==> src/rtl/factor_pkg.sv <==
// factor_pkg: shared FSM state type and width helper for the factorisation checker
package factor_pkg;
  typedef enum logic [1:0] {IDLE, MUL, DONE} fc_state_t;
  function automatic int clog2(input int v);
    int r;
    r = 0;
    while ((1 << r) < v) r++;
    return r;
  endfunction
endpackage

==> src/rtl/shift_add_mul.sv <==
// shift_add_mul: radix-2 shift-add multiplier over W steps (start loads i1/i2, step advances one bit, done flags the final step, acc holds the product)
module shift_add_mul
  import factor_pkg::*;
#(
  parameter int W = 5
) (
  input  logic           clk,
  input  logic           rst,
  input  logic           start,
  input  logic           step,
  input  logic [W-1:0]   i1,
  input  logic [W-1:0]   i2,
  output logic           done,
  output logic [2*W-1:0] acc
);
  localparam int CW = clog2(W) + 1;
  logic [2*W-1:0] mcand;
  logic [W-1:0]   mplier;
  logic [CW-1:0]  cnt;
  assign done = step & (cnt == CW'(W - 1));
  always_ff @(posedge clk) begin
    if (rst) begin
      mcand  <= '0;
      mplier <= '0;
      acc    <= '0;
      cnt    <= '0;
    end else if (start) begin
      mcand  <= {{W{1'b0}}, i1};
      mplier <= i2;
      acc    <= '0;
      cnt    <= '0;
    end else if (step) begin
      acc    <= mplier[0] ? acc + mcand : acc;
      mcand  <= mcand << 1;
      mplier <= mplier >> 1;
      cnt    <= cnt + 1'b1;
    end
  end
endmodule

==> src/rtl/factor_check_seq.sv <==
// factor_check_seq: valid/ready factorisation checker (in: i1,i2,a,in_valid,out_ready; out: in_ready,out_valid,o_prod,o_match,o_nontriv)
module factor_check_seq
  import factor_pkg::*;
#(
  parameter int W = 5
) (
  input  logic           clk,
  input  logic           rst,
  input  logic           in_valid,
  output logic           in_ready,
  input  logic [W-1:0]   i1,
  input  logic [W-1:0]   i2,
  input  logic [2*W-1:0] a,
  output logic           out_valid,
  input  logic           out_ready,
  output logic [2*W-1:0] o_prod,
  output logic           o_match,
  output logic           o_nontriv
);
  fc_state_t      state;
  logic [W-1:0]   i1_q, i2_q;
  logic [2*W-1:0] tgt, acc;
  logic           start, done;
  assign in_ready  = (state == IDLE) & ~rst;
  assign start     = in_ready & in_valid;
  assign out_valid = state == DONE;
  assign o_prod    = out_valid ? acc : '0;
  assign o_match   = out_valid & (acc == tgt);
  assign o_nontriv = o_match & (i1_q > W'(1)) & (i2_q > W'(1));
  shift_add_mul #(.W(W)) u_mul (
    .clk  (clk),
    .rst  (rst),
    .start(start),
    .step (state == MUL),
    .i1   (i1),
    .i2   (i2),
    .done (done),
    .acc  (acc)
  );
  always_ff @(posedge clk) begin
    if (rst) begin
      state <= IDLE;
      i1_q  <= '0;
      i2_q  <= '0;
      tgt   <= '0;
    end else begin
      state <= start ? MUL :
               (state == MUL && done) ? DONE :
               (state == DONE && out_ready) ? IDLE : state;
      if (start) begin
        i1_q <= i1;
        i2_q <= i2;
        tgt  <= a;
      end
    end
  end
endmodule

==> config.mk <==
export PLATFORM = sky130hd
export DESIGN_NAME = factor_check_seq
export DESIGN_NICKNAME = d
export VERILOG_FILES = /design/src/rtl/factor_pkg.sv /design/src/rtl/shift_add_mul.sv /design/src/rtl/factor_check_seq.sv
export SDC_FILE = /design/constraint.sdc
export NUM_CORES = 1
export LEC_CHECK = 0
export ABC_AREA = 1
export CAP_MARGIN = 20
export CORE_ASPECT_RATIO = 1.1
export CORE_MARGIN = 1
export CORE_UTILIZATION = 54
export DETAILED_ROUTE_END_ITERATION = 10
export PLACE_DENSITY = 0.8
export SETUP_SLACK_MARGIN = 0.2
export SYNTH_ARGS = -nofsm -noshare
export SYNTH_HDL_FRONTEND = slang
export SYNTH_SLANG_ARGS = --single-unit
==> constraint.sdc <==
create_clock -name clk -period 1.7 [get_ports clk]
set_input_delay 0.255 -clock clk [delete_from_list [all_inputs] [get_ports clk]]
set_output_delay 0.255 -clock clk [all_outputs]
set_load 0.01 [all_outputs]
==> impl_metrics.yaml <==
logic_synthesis:
  synthCells: 366
  synth_area_per_cell_um2: 6.88
  syn-cell-area_um2: 2520
  synth_top_area_share: 0.390
  synthTopCellsByCount: "nand2_1, inv_1, dfxtp_1"
  syn-num-nets: 402
  synth-seq-cells: 49
  synth_top_cells_by_area: "dfxtp_1, nand2_1, inv_1"
  ys_async_sr_fraction: 0
  synth_edf_count: 0
  synthFlopType: "dfxtp_1"
  yosys_warnings: 0
  ys_types: 32
  yosysMostFrequentCell: "nand2_1"
  yosysSeqAreaShare: 0.390
  yosysTopAreaCell: "dfxtp_1"
timing:
  skew_ns: 0.00864
  setup_tns_ns: -0.155
  slew_headroom: 0.725
  rsz0062_at_grt: "true"
  fin_crit_sh: 1.05
  slew_viol_final: 0
  worst_slew_pin_slew_ns: 0.408
  fin_ws_ns: -0.0877
  fmax_mhz: 559
  fin_crit_ns: 1.79
  final-setup-viol-count: 4
  hold_viol: 0
setup_path:
  reg2reg_setup_slack_ns: -0.03
  reg2regPathDepth: 11
  end_kind: "primary output"
  critPathMaxFanout: 4
  cp.arrival_ns: 1.53
  path_cells: "inv_1 -> o221ai_1 -> nor2_1 -> nand3_2 -> nor2_1 -> buf_2"
  crit_type: "reg2out"
  cp-start-kind: "flip-flop"
  cp_common_cell: "nor2_1"
  critPathRequiredTime_ns: 1.44
  slowest_stage: "dfxtp_2"
  worst_path_largest_cell_delay_ns: 0.37
cts:
  clk_pin_slew_worst_paths_ns: 0.10
  cts_max_level: 2
  numCtsBuffers: 5
  cts.sinks: 49
  cts_root_buf: "clkbuf_8"
  tritoncts: "built"
  insertion_delay_ns: 0.31
  cts_max_path_buffers: 2
  cts_hold_buf: 0
cells_and_area:
  nets: 479
  fin_cells: 498
  drive_gt1_frac: 0.432
  area_delta_synth_final_pct: 56.7
  antenna_cells: 0
detailed_routing:
  vias: 3035
  post_drt_via_cell_ratio: 6.09
  final_antenna_net_count: 0
  drt-pass1-iter-count: 5
  wl_per_cell_um: 20.4
  routed_wl_um: 10100
  drtIter0Drc: 234
  drc: 0
floorplan:
  fp.dieH_um: 73.6
  die_w_um: 67.1
  core_area_um2: 4380
  start_util: 0.575
  io_pins: 38
  dieArea_um2: 4940
  rows: 25
placement:
  dp_hpwl_um: 4880
  portBuffers: 37
  gp_congestion: 0.857
  place_inst: 476
  dpl_worst_slack_ns: -0.222
job:
  max_cap_violations: 0
run_status:
  violations: "negative setup slack"
  outcome: "finished, violations left"
global_route:
  grt_pass1_wl_um: 11400
  grt_max_degree: 23
  grt_pass1_vias: 2531
  gr-total-overflow: 0
  grt_antenna_before_repair: 0
  track_usage: 0.314
power_and_ir_drop:
  worst_ir_drop_vdd_v: 0.000656
  power_density_nw_per_um2: 684
  p_leak_nw: 1.80
hold_path:
  hold_depth: 2
  hold_class: "reg2reg"
==> layout by cell type (no fill, tap or decap), types with 4 or more instances in the layout <==
| master | synthesis | layout |
|---|---|---|
| a21oi_1 | 19 | 6 |
| a21oi_2 | 2 | 15 |
| a31oi_1 | 8 | 6 |
| buf_2 | 3 | 11 |
| buf_4 | 2 | 27 |
| buf_6 | 0 | 10 |
| clkbuf_8 | 0 | 5 |
| clkdlybuf4s50_1 | 0 | 23 |
| dfxtp_1 | 49 | 34 |
| dfxtp_2 | 0 | 15 |
| ha_4 | 0 | 8 |
| inv_1 | 56 | 46 |
| inv_2 | 3 | 9 |
| nand2_1 | 111 | 69 |
| nand2_2 | 1 | 20 |
| nand2_4 | 1 | 24 |
| nand3_1 | 16 | 9 |
| nand3_2 | 0 | 7 |
| nand4_1 | 5 | 5 |
| nor2_1 | 32 | 23 |
| nor2_2 | 0 | 8 |
| o21ai_0 | 12 | 4 |
| o21ai_1 | 1 | 4 |
| o21ai_2 | 0 | 5 |
| xor2_1 | 7 | 7 |
==> metal layers <==
layer,track usage,part of all wire
met5,0,0
met4,0.135,0.053
met3,0.0590,0.084
met2,0.570,0.49
met1,0.349,0.37
==> timing repair <==
action,CTS,global route
gates cloned,2,3
pin swaps,22,39
setup buffers,4,5
endpoints found under the hold margin,0,0
gates resized for setup,98,130
setup endpoints to repair,30,33
==> layout make-up <==
cell class	count	area, um2
multi-input combinational	247	1780
timing repair buffer	78	726
clock inverter	3	46.3
tap	54	67.6
timing repair inverter	2	13.8
sequential	49	1000
inverter	60	244
clock buffer	5	68.8
fill	167	435
==> worst paths after layout <==
path                                to                 startpoint
max                          o_nontriv  u_mul.acc[2]$_SDFFE_PP0P_
min               i2_q[4]$_SDFFE_PP0N_       i2_q[4]$_SDFFE_PP0N_
max reg2reg  u_mul.acc[4]$_SDFFE_PP0P_      state[0]$_SDFFE_PP0P_
min reg2reg       i2_q[4]$_SDFFE_PP0N_       i2_q[4]$_SDFFE_PP0N_
==> where the power goes <==
part	total [mW]	switching, mW	leakage [nW]	internal, mW
sequential	1.26	0.0509	0.406	1.21
combinational	0.570	0.322	1.34	0.248
clock	0.869	0.428	0.0543	0.441
total	2.70	0.801	1.80	1.90
==> kinds of logic (layout without fill, tap and decap cells) <==
| group | Yosys count | in the layout | share of synthesized area |
|---|---|---|---|
| and+or+nand+nor | 173 | 173 | 0.283 |
| buffers and inverters | 70 | 148 | 0.109 |
| AOI/OAI and AO/OA | 54 | 54 | 0.128 |
| DFF | 49 | 49 | 0.390 |
| adders and majority gates | 12 | 12 | 0.0626 |
| xor gates and xnor gates | 8 | 8 | 0.0278 |
==> sequential cells by signal, indices dropped and copies added (netlist names) <==
signal and cells:
tgt 10, u_mul.mcand 10, u_mul.acc 10, i1_q 4
u_mul.cnt 4, state 2, i2_q 4, u_mul.mplier 5
==> per-stage QoR <==
| stage | util | power, mW | hold WS (ns) | cell area (um2) |
|---|---|---|---|---|
| finish | 0.901 | 2.70 | 0.477 | 3940 |
| global route | 0.901 | 2.75 | 0.481 | 3940 |
| CTS | 0.795 | 2.48 | 0.462 | 3480 |
| detailed placement | 0.718 | 1.62 | 0.446 | 3140 |
| global placement | 0.718 | 1.61 | 0.436 | 3140 |
| floorplan | - | 1.45 | 0.358 | 2520 |
==> critical path: cells and delay by family, from the launching register on <==
kind / cells / cell delay [ns]
compound gates: 1 / 0.15
simple gates: 3 / 0.41
buf+inv: 2 / 0.28
flops: 1 / 0.37
Power figures use the tool's default switching activity.
